**src/rtl/lighthouse_pkg.sv**
```systemverilog
// Shared constants and types for the envelope UART path toward the host MCU.
package lighthouse_pkg;

   localparam logic [7:0] SYNC_BYTE = 8'hFF;

   // 24 MHz / 115200 baud, truncated
   localparam int UART_CLKS_PER_BIT = 208;

   typedef enum logic [1:0] {
      ST_IDLE = 2'd0,
      ST_SYNC = 2'd1,
      ST_DATA = 2'd2
   } frame_state_e;

endpackage

```
**src/rtl/uart_byte_tx.sv**
```systemverilog
// 8N1 single-byte serializer. byte_ready is also high in the last stop-bit cycle
// so the next byte can be loaded with no idle gap on the line.
module uart_byte_tx
   import lighthouse_pkg::*;
#(
   parameter int CLKS_PER_BIT = UART_CLKS_PER_BIT
) (
   input  logic       clk,
   input  logic       reset,
   input  logic       byte_valid,
   output logic       byte_ready,
   input  logic [7:0] byte_data,
   output logic       tx
);

   localparam int CW = (CLKS_PER_BIT > 1) ? $clog2(CLKS_PER_BIT) : 1;
   localparam logic [CW-1:0] LAST_CLK = CW'(CLKS_PER_BIT - 1);
   localparam logic [3:0] STOP_BIT = 4'd9;

   logic          active;
   logic [3:0]    bit_idx;
   logic [CW-1:0] clk_cnt;
   logic [7:0]    shreg;
   logic          bit_end;

   assign bit_end    = (clk_cnt == LAST_CLK);
   assign byte_ready = !active || (bit_end && (bit_idx == STOP_BIT));

   // shreg refills with ones, so after the eighth data bit it yields the stop bit
   always_ff @(posedge clk) begin
      if (reset) begin
         active  <= 1'b0;
         bit_idx <= '0;
         clk_cnt <= '0;
         shreg   <= '0;
         tx      <= 1'b1;
      end else if (byte_valid && byte_ready) begin
         active  <= 1'b1;
         bit_idx <= '0;
         clk_cnt <= '0;
         shreg   <= byte_data;
         tx      <= 1'b0;
      end else if (active) begin
         if (bit_end) begin
            clk_cnt <= '0;
            if (bit_idx == STOP_BIT) begin
               active  <= 1'b0;
               bit_idx <= '0;
            end else begin
               bit_idx <= bit_idx + 4'd1;
               tx      <= shreg[0];
               shreg   <= {1'b1, shreg[7:1]};
            end
         end else begin
            clk_cnt <= clk_cnt + 1'b1;
         end
      end
   end

endmodule

```
**src/rtl/envelope_uart_tx.sv**
```systemverilog
// Envelope stream to UART frame bridge: serializes each 64-bit envelope as 8 bytes
// and interleaves all-ones sync frames so the host can realign.
module envelope_uart_tx
   import lighthouse_pkg::*;
#(
   parameter int CLKS_PER_BIT = UART_CLKS_PER_BIT,
   parameter int FRAME_BYTES  = 8,
   parameter int SYNC_PERIOD  = 16
) (
   input  logic                     clk,
   input  logic                     reset,
   input  logic [8*FRAME_BYTES-1:0] envelope_data,
   input  logic                     envelope_valid,
   output logic                     envelope_ready,
   output logic                     tx,
   output logic                     busy
);

   localparam int DW = 8 * FRAME_BYTES;
   localparam int BW = (FRAME_BYTES > 1) ? $clog2(FRAME_BYTES) : 1;
   localparam int CW = (SYNC_PERIOD > 0) ? $clog2(SYNC_PERIOD + 1) : 1;
   localparam logic [BW-1:0] LAST_BYTE = BW'(FRAME_BYTES - 1);

   frame_state_e  state, state_n;
   logic          sync_pending, sync_pending_n;
   logic [CW-1:0] frame_cnt, frame_cnt_n;
   logic [BW-1:0] byte_idx, byte_idx_n;
   logic [DW-1:0] shreg, shreg_n;
   logic          xfer;
   logic          byte_valid;
   logic          byte_ready;
   logic [7:0]    byte_data;

   assign xfer = envelope_valid && envelope_ready;

   always_ff @(posedge clk) begin
      if (reset) begin
         state          <= ST_IDLE;
         sync_pending   <= 1'b1;
         frame_cnt      <= '0;
         byte_idx       <= '0;
         shreg          <= '0;
         envelope_ready <= 1'b0;
         busy           <= 1'b0;
      end else begin
         state          <= state_n;
         sync_pending   <= sync_pending_n;
         frame_cnt      <= frame_cnt_n;
         byte_idx       <= byte_idx_n;
         shreg          <= shreg_n;
         envelope_ready <= (state_n == ST_IDLE) && !sync_pending_n;
         busy           <= (state_n != ST_IDLE);
      end
   end

   // Byte 0 goes straight to the serializer on the decision cycle; later bytes come
   // from shreg whenever the serializer reaches the last cycle of a stop bit.
   always_comb begin
      state_n        = state;
      sync_pending_n = sync_pending;
      frame_cnt_n    = frame_cnt;
      byte_idx_n     = byte_idx;
      shreg_n        = shreg;
      byte_valid     = 1'b0;
      byte_data      = SYNC_BYTE;
      case (state)
         ST_IDLE: begin
            if (sync_pending) begin
               state_n    = ST_SYNC;
               byte_valid = 1'b1;
               byte_idx_n = '0;
            end else if (xfer) begin
               state_n    = ST_DATA;
               byte_valid = 1'b1;
               byte_data  = envelope_data[7:0];
               byte_idx_n = '0;
               shreg_n    = envelope_data >> 8;
            end
         end
         ST_SYNC, ST_DATA: begin
            if (byte_ready) begin
               if (byte_idx == LAST_BYTE) begin
                  state_n = ST_IDLE;
                  if (state == ST_SYNC) begin
                     sync_pending_n = 1'b0;
                  end else if (SYNC_PERIOD != 0) begin
                     if (frame_cnt == CW'(SYNC_PERIOD - 1)) begin
                        frame_cnt_n    = '0;
                        sync_pending_n = 1'b1;
                     end else begin
                        frame_cnt_n = frame_cnt + 1'b1;
                     end
                  end
               end else begin
                  byte_valid = 1'b1;
                  byte_data  = (state == ST_SYNC) ? SYNC_BYTE : shreg[7:0];
                  shreg_n    = shreg >> 8;
                  byte_idx_n = byte_idx + 1'b1;
               end
            end
         end
         default: state_n = ST_IDLE;
      endcase
   end

   uart_byte_tx #(
      .CLKS_PER_BIT(CLKS_PER_BIT)
   ) u_byte_tx (
      .clk       (clk),
      .reset     (reset),
      .byte_valid(byte_valid),
      .byte_ready(byte_ready),
      .byte_data (byte_data),
      .tx        (tx)
   );

endmodule

```
**config.mk**
```make
export PLATFORM = sky130hd
export DESIGN_NAME = envelope_uart_tx
export DESIGN_NICKNAME = d
export VERILOG_FILES = /design/src/rtl/lighthouse_pkg.sv /design/src/rtl/uart_byte_tx.sv /design/src/rtl/envelope_uart_tx.sv
export SDC_FILE = /design/constraint.sdc
export NUM_CORES = 1
export LEC_CHECK = 0
export CAP_MARGIN = 10
export CORE_ASPECT_RATIO = 0.8
export CORE_MARGIN = 1
export CORE_UTILIZATION = 30
export DETAILED_ROUTE_END_ITERATION = 12
export PLACE_DENSITY = 0.49
export RECOVER_POWER = 25
export SYNTH_ARGS = -nofsm -noshare
export SYNTH_HDL_FRONTEND = slang
export SYNTH_SLANG_ARGS = --single-unit
export TNS_END_PERCENT = 100
```
**constraint.sdc**
```tcl
create_clock -name clk -period 1.8 [get_ports clk]
set_clock_uncertainty 0.1 [all_clocks]
set_input_delay 0.36 -clock clk [delete_from_list [all_inputs] [get_ports clk]]
set_output_delay 0.36 -clock clk [all_outputs]
set_load 0.05 [all_outputs]
```
==> run summary, run 1 <==
Netlist cell types = 46
Clk pwr share = 29.0%
DRT Pass-1 Iters = 4
syn_nets = 538
# DRC = 0
Std-Cell Rows = 38
sequential share of the synthesized area = 43.0%
power density cells = 1030 nW/um^2
design area = 6750 sq um
fin crit period = 1.98 ns
initial antenna violation count = 0
NetSw = 0.00212 W
CP endpoint kind = register
Initial Utilization = 30.9%
Final period util = 110%
clk buf depth = 2
Total Routing Usage GR = 16.6%
Worst R2R Path Depth = 8
DP Wirelength = 7.43 mm
Syn Std Cell Area = 4240 sq um
Post-Syn Area per Cell = 9.13 sq um
Yosys warnings = 0
vias post-DR = 3837
# port buffers = 69
Vert. Die Dim = 108 um
FF+latch area = 1830 sq um
Post-CTS Hold Buffers = 0
CP startpoint kind = register
asr flop ratio synth = 0%
CTS tree = done
antenna cell count = 0
CORE AREA = 13700 sq um
clk root buf = clkbuf_16
Max Transition Viols Final = 0
Mapped Cells = 464
final setup fails = 90
cts bufs inserted = 9
post-route setup slack = -0.184 ns
Post-DP Area = 5450 sq um
worst hold margin = 0.214 ns
vias per std cell = 4.98
antenna viol nets, final = 0
# IOs = 70
Routed WL per cell = 15.8 um
Setup Crit Path Kind = register to register
Sw Share = 30.5%
leak pwr = 2.42 nW
run status = finished with violations
first-pass GRT wire length = 18.9 mm
clock slew at reported path FFs = 0.06 ns
CP max FO = 4
worst skew pair latency = 0.34 ns
Rel. slew slack = 57.5%
RSZ-0062 raised after global routing = true
worst min-delay path class = input pin to register
Die Area = 14600 sq um
failing checks = negative setup slack
Worst Tran Pin Value = 0.636 ns
placed insts = 722
H-tree Lvls = 3
fill count = 1282
Synth top area share = 43.0%
synth top area cells = dfxtp_1 (43%), mux2i_1 (12%), a211oi_1 (8.9%)
largest net degree at the start of global routing = 41
vias in the first global route = 3828
nets = 660
Pint = 0.00482 W
GR Overflow Total = 0
multi-input combinational cell area = 2740 sq um
Worst Path Arrival = 2.09 ns
width of the die = 135 um
Fin. Hold Viols = 0
Yosys top cell by area = dfxtp_1
Comb pwr share = 35.0%
share of cells above drive strength 1 = 34.3%
Post-Layout Cell Count = 771
Post-Route WL = 12.2 mm
FMAX = 504 MHz
FF+latch count, synth = 91
top_reg_cell synth = dfxtp_1
total of max-cap violations = 0
part of the power in registers = 36.0%
gpl congestion = 0.772
worst hold stages = 2
Worst EP required = 1.91 ns
worst vdd ir = 510 uV
clk sinks = 91
synth-to-layout area growth = 59.2%
number of synthesized flops with an enable pin = 0
Initial DRC Count = 185
-- state kept, by name, indices dropped and copies added, names as in the netlist --
| name | flops |
|---|---|
| busy | 1 |
| byte_idx | 3 |
| envelope_ready | 1 |
| frame_cnt | 5 |
| shreg | 56 |
| state | 2 |
| sync_pending | 1 |
| u_byte_tx.active | 1 |
| u_byte_tx.bit_idx | 4 |
| u_byte_tx.clk_cnt | 8 |
| u_byte_tx.shreg | 8 |
| u_byte_tx.tx | 1 |
-- layout by cell type (no fill, tap or decap), types with 3 or more instances in the layout --
master | Yosys | routed
a211oi_2 | 0 | 26
o21ai_0 | 21 | 12
or2_4 | 0 | 4
nand2b_1 | 6 | 6
nand4_1 | 3 | 3
buf_6 | 1 | 10
a311oi_1 | 8 | 7
nand3_2 | 0 | 9
a21oi_2 | 0 | 12
buf_4 | 4 | 45
a31oi_1 | 3 | 3
ha_1 | 7 | 3
buf_16 | 0 | 6
dfxtp_1 | 91 | 83
nor3_4 | 2 | 4
clkbuf_16 | 0 | 12
clkdlybuf4s50_1 | 0 | 65
nor2_2 | 0 | 7
ha_4 | 0 | 4
o21ai_2 | 0 | 8
a21oi_1 | 23 | 11
nand2_1 | 22 | 22
inv_1 | 8 | 7
mux2i_1 | 50 | 50
dfxtp_2 | 0 | 8
a211oi_1 | 50 | 24
buf_12 | 0 | 11
mux2_2 | 3 | 3
nor2_4 | 0 | 3
nor2_1 | 70 | 60
xnor2_1 | 5 | 5
nand3_1 | 13 | 3
-- cell type report --
class	count	share of cell area (%)
Timing Repair Buffer	144	23.7
Inverter	9	0.538
Multi-Input combinational cell	331	40.5
Tap cell	180	3.34
Sequential cell	91	27.1
Clock buffer	10	3.39
Clock inverter	6	1.34
-- through the flow --
step / setup TNS (ns) / utilization (%) / power, W / setup slack (ns)
2_1_floorplan: -1.12 / - / 0.00356 / -0.0790
3_3_place_gp: -15.47 / 39.8 / 0.00406 / -0.281
3_5_place_dp: -16.64 / 39.8 / 0.00408 / -0.362
4_1_cts: -12.65 / 47.4 / 0.00679 / -0.218
5_1_grt: -17.50 / 49.3 / 0.00729 / -0.270
6_report: -9.60 / 49.3 / 0.00693 / -0.184
-- kinds of logic after synthesis --
kind of cell | share of synthesized area (%)
xor+xnor | 1.45
simple gates | 17.2
compound gates | 19.0
mux | 12.6
flops | 43.0
buf+inv | 4.75
fa+ha+maj | 2.07
-- power by group through the flow --
stage | Combinational [W] | Sequential [W] | Clock (W)
2_1_floorplan | 0.00108 | 0.00249 | 0
3_3_place_gp | 0.00155 | 0.00251 | 0
3_5_place_dp | 0.00157 | 0.00251 | 0
4_1_cts | 0.00224 | 0.00248 | 0.00207
5_1_grt | 0.00260 | 0.00253 | 0.00215
6_report | 0.00243 | 0.00250 | 0.00201
-- critical path, stage by stage (launching register included) --
cell and delay, ns:
dfxtp_2 0.36, ha_4 0.15, nand3_4 0.09, o31a_4 0.39, buf_6 0.14, nor3_4 0.23
buf_4 0.16, mux2i_1 0.17, nor2_1 0.06
-- per-layer routing --
metal / wire length [um] / up-vias / GRT usage (%)
met5: 0 / - / 0
met4: 140 / 0 / 4.98
met3: 433 / 11 / 3.66
met2: 5360 / 62 / 26.1
met1: 6230 / 1828 / 22.5
li1: - / 1936 / -
-- path summary, 6_finish.rpt --
path	startpoint	endpoint	slack (ns)
worst min register to register	frame_cnt[4]	frame_cnt[4]	0.35
worst max-delay path	u_byte_tx.clk_cnt[1]	frame_cnt[0]	-0.18
worst max register to register	u_byte_tx.clk_cnt[1]	frame_cnt[0]	-0.18
worst min-delay path	reset	u_byte_tx.active	0.21
-- cell usage after synthesis (4+ instances only) --
cell and instances:
inv_1 8, nor2_1 70, mux2i_1 50, a21oi_1 23, or2_2 4, a311oi_1 8
ha_1 7, buf_2 14, buf_4 4, o21ai_0 21, nor3_1 5, clkbuf_1 15
nand3_1 13, nand2b_1 6, dfxtp_1 91, nand2_1 22, a211oi_1 50, xnor2_1 5
-- what timing repair did --
action                                  CTS  global route
pin swaps                                33            24
setup buffers                            20             3
cloned                                    8             4
gates resized for setup                  89            43
endpoints found under the setup margin   88            90
(Power assumes the default switching activity.)
==> run 2, diff against run 1 <==
Settings changed: SYNTH_HIERARCHICAL from default to 1.
==> run 2 against run 1 <==
The flow still finishes with violations (negative setup slack). Register-to-register slack lost 0.32 ns. Sequential share of layout area decreased by 0.83 points. Combinational power shrank 39%. Die area grew 2.3%. Utilization up 0.89 points. Critical path depth is 1 higher. Worst hold slack gained 0.021 ns. Flip-flop and latch count did not move. Maximum frequency fell by 14%. Non-clock buffer count rose by 21. Critical path type unchanged.
==> run summary, run 2 <==
Worst Path Arrival = 2.45 ns (+0.36 ns)
most frequent cell after synthesis = dfxtp_1
Rel. slew slack = 60.9% (+3.5 points)
final setup fails = 88 (-2.2%)
failing checks = negative setup slack
synth-to-layout area growth = 60.1%
leak pwr = 2.61 nW (+7.7%)
Netlist cell types = 59 (+28%)
max FFs per register = 56 (unchanged)
design area = 6940 sq um (+2.9%)
Initial Utilization = 31.3% (+0.39 points)
syn_nets = 534 (-0.74%)
Post-CTS Hold Buffers = 0 (unchanged)
synth cell count leaders = dfxtp_1 (91), nor2_1 (59), mux2i_1 (51)
vias in the first global route = 3798 (-0.78%)
CTS tree = done
Yosys warnings = 6 (+6)
gpl congestion = 0.772 (about the same)
commonest non-fill, non-tap cell in the layout = dfxtp_1
synth top area cells = dfxtp_1 (42%), mux2i_1 (12%), a211oi_1 (7.8%)
Vert. Die Dim = 110 um (+1.1%)
most frequent cells in the layout = dfxtp_1 (87), buf_4 (71), clkdlybuf4s50_1 (65), mux2i_1 (51), a211oi_2 (49)
Yosys top cell by area = dfxtp_1
Post-Syn Area per Cell = 9.42 sq um (+3.2%)
Final period util = 128% (+18 points)
sequential share of the synthesized area = 42.0% (-0.97 points)
top_reg_cell synth = dfxtp_1
clk sinks = 91 (unchanged)
largest net degree at the start of global routing = 27 (-34%)
GR Overflow Total = 0 (unchanged)
vias per std cell = 4.97 (-0.14%)
FF+latch count, synth = 91 (unchanged)
number of synthesized flops with an enable pin = 0 (unchanged)
CP max FO = 8 (+4)
initial antenna violation count = 0 (unchanged)
pre-CTS setup slack = -0.484 ns (-0.122 ns)
setup TNS = -31.23 ns (-21.63 ns)
Largest regs = shreg x56, u_byte_tx/clk_cnt x8, u_byte_tx/shreg x8
Die Area = 14900 sq um (+2.3%)
share of cells above drive strength 1 = 41.0% (+6.6 points)
Max Transition Viols Final = 0 (unchanged)
Synth top area share = 42.0% (-0.97 points)
FMAX = 434 MHz (-14%)
first-pass GRT wire length = 19.5 mm (+2.9%)
worst hold margin = 0.235 ns (+0.0212 ns)
clock slew at reported path FFs = 0.06 ns (about the same)
worst min-delay path class = input pin to register
DRT Pass-1 Iters = 4 (unchanged)
# DRC = 0 (unchanged)
worst vdd ir = 526 uV (+3.2%)
fin crit period = 2.31 ns (+0.322 ns)
CP endpoint kind = register
Setup Crit Path Kind = register to register
vias post-DR = 3916 (+2.1%)
worst skew pair latency = 0.35 ns (about the same)
Total Routing Usage GR = 17.2% (+0.64 points)
Syn Std Cell Area = 4340 sq um (+2.3%)
# IOs = 70 (unchanged)
antenna viol nets, final = 0 (unchanged)
DP Wirelength = 8.08 mm (+8.7%)
flop2flop setup slack = -0.51 ns (-0.32 ns)
CORE AREA = 13800 sq um (+1.0%)
Mapped Cells = 460 (-0.86%)
Worst Tran Pin Value = 0.589 ns (-0.0470 ns)
Routed WL per cell = 15.4 um (-2.4%)
H-tree Lvls = 3 (unchanged)
clk buf depth = 2 (unchanged)
width of the die = 136 um (+1.1%)
clk root buf = clkbuf_16
CP startpoint kind = register
RSZ-0062 raised after global routing = true
antenna cell count = 0 (unchanged)
total of max-cap violations = 0 (unchanged)
Post-Route WL = 12.1 mm (-0.20%)
post-route setup slack = -0.506 ns (-0.322 ns)
asr flop ratio synth = 0% (unchanged)
nets = 678 (+2.7%)
Post-DP Area = 5950 sq um (+9.2%)
# port buffers = 69 (unchanged)
Initial DRC Count = 167 (-9.7%)
Most flops, register = shreg
fill count = 1255 (-2.1%)
Std-Cell Rows = 38 (unchanged)
run status = finished with violations
Fin. Hold Viols = 0 (unchanged)
Core Util, Final = 50.2% (+0.89 points)
Worst EP required = 1.94 ns (+0.03 ns)
cts bufs inserted = 9 (unchanged)
power density cells = 838 nW/um^2 (-18%)
run 2: cell count changes after synthesis, sizes merged, moves of 6 or more:
cell	previous run	this run
nand2	22	30
a311oi	8	1
nand3b	2	11
o21ai	24	13
o221a	0	8
o31a	1	7
nor2	70	59
run 2: per-layer routing:
metal	routed length [um]	vias up	global-route usage (%)	share of wire, %
met5	0	-	0	0
met4	121	0	4.44	1.0
met3	548	11	5.49	4.5
met2	5330	68	25.8	44
met1	6140	1845	23.6	51
li1	-	1992	-	-
run 2: path summary, 6_finish.rpt:
path                        startpoint            endpoint  cells past startpoint
hold reg to reg              shreg[50]           shreg[50]                      2
setup reg to reg  u_byte_tx/clk_cnt[1]  u_byte_tx/shreg[5]                      9
setup / recovery  u_byte_tx/clk_cnt[1]  u_byte_tx/shreg[5]                      9
hold / removal                   reset    u_byte_tx/active                      2
run 2: where the power goes:
| group | internal (W) | switching (W) | leakage, nW | total [W] |
|---|---|---|---|---|
| Combinational | 0.000807 | 0.000674 | 1.71 | 0.00148 |
| Clock | 0.00124 | 0.000801 | 0.154 | 0.00204 |
| Sequential | 0.00218 | 0.000112 | 0.747 | 0.00229 |
| Total | 0.00423 | 0.00159 | 2.61 | 0.00582 |
run 2: cell families after synthesis:
logic type / after synthesis / share of synthesized area (%)
AO/OA/AOI/OAI: 116 / 20.3
flip-flops: 91 / 42.0
buffers and inverters: 39 / 4.47
XOR/XNOR: 6 / 1.21
adder cells (fa/ha/maj): 7 / 2.02
multiplexers: 52 / 12.0
AND/OR/NAND/NOR: 149 / 17.9
run 2: per-stage QoR:
| stage | total power [W] | cells |
|---|---|---|
| 6_report | 0.00582 | 788 |
| 5_1_grt | 0.00610 | 788 |
| 4_1_cts | 0.00580 | 772 |
| 3_5_place_dp | 0.00352 | 728 |
| 3_3_place_gp | 0.00351 | 728 |
| 2_1_floorplan | 0.00309 | 460 |
run 2: timing repair:
action                                  in CTS  in global routing
endpoints found under the setup margin      88                 90
endpoints found under the hold margin        0                  0
pin swaps                                   20                 11
buffers inserted                            25                 16
cloned                                       4                  2
resized for setup                           35                 29
run 2: cell type report:
type	instances	area, sq um	share of cell area [%]
Timing Repair Buffer	165	1680	24.2
Clock inverter	5	77.6	1.12
Multi-Input combinational cell	331	2870	41.4
Sequential cell	91	1830	26.3
Clock buffer	10	239	3.44
Inverter	6	22.5	0.324
Tap cell	180	225	3.24
run 2: critical path, cell delays in order (launching register included):
cell and delay [ns]:
dfxtp_2 0.35, ha_4 0.16, nand3_4 0.07, or2_4 0.25, a21oi_4 0.17, buf_4 0.13, or3b_4 0.45, o21ai_2 0.14
nand3_1 0.10, o221a_2 0.27
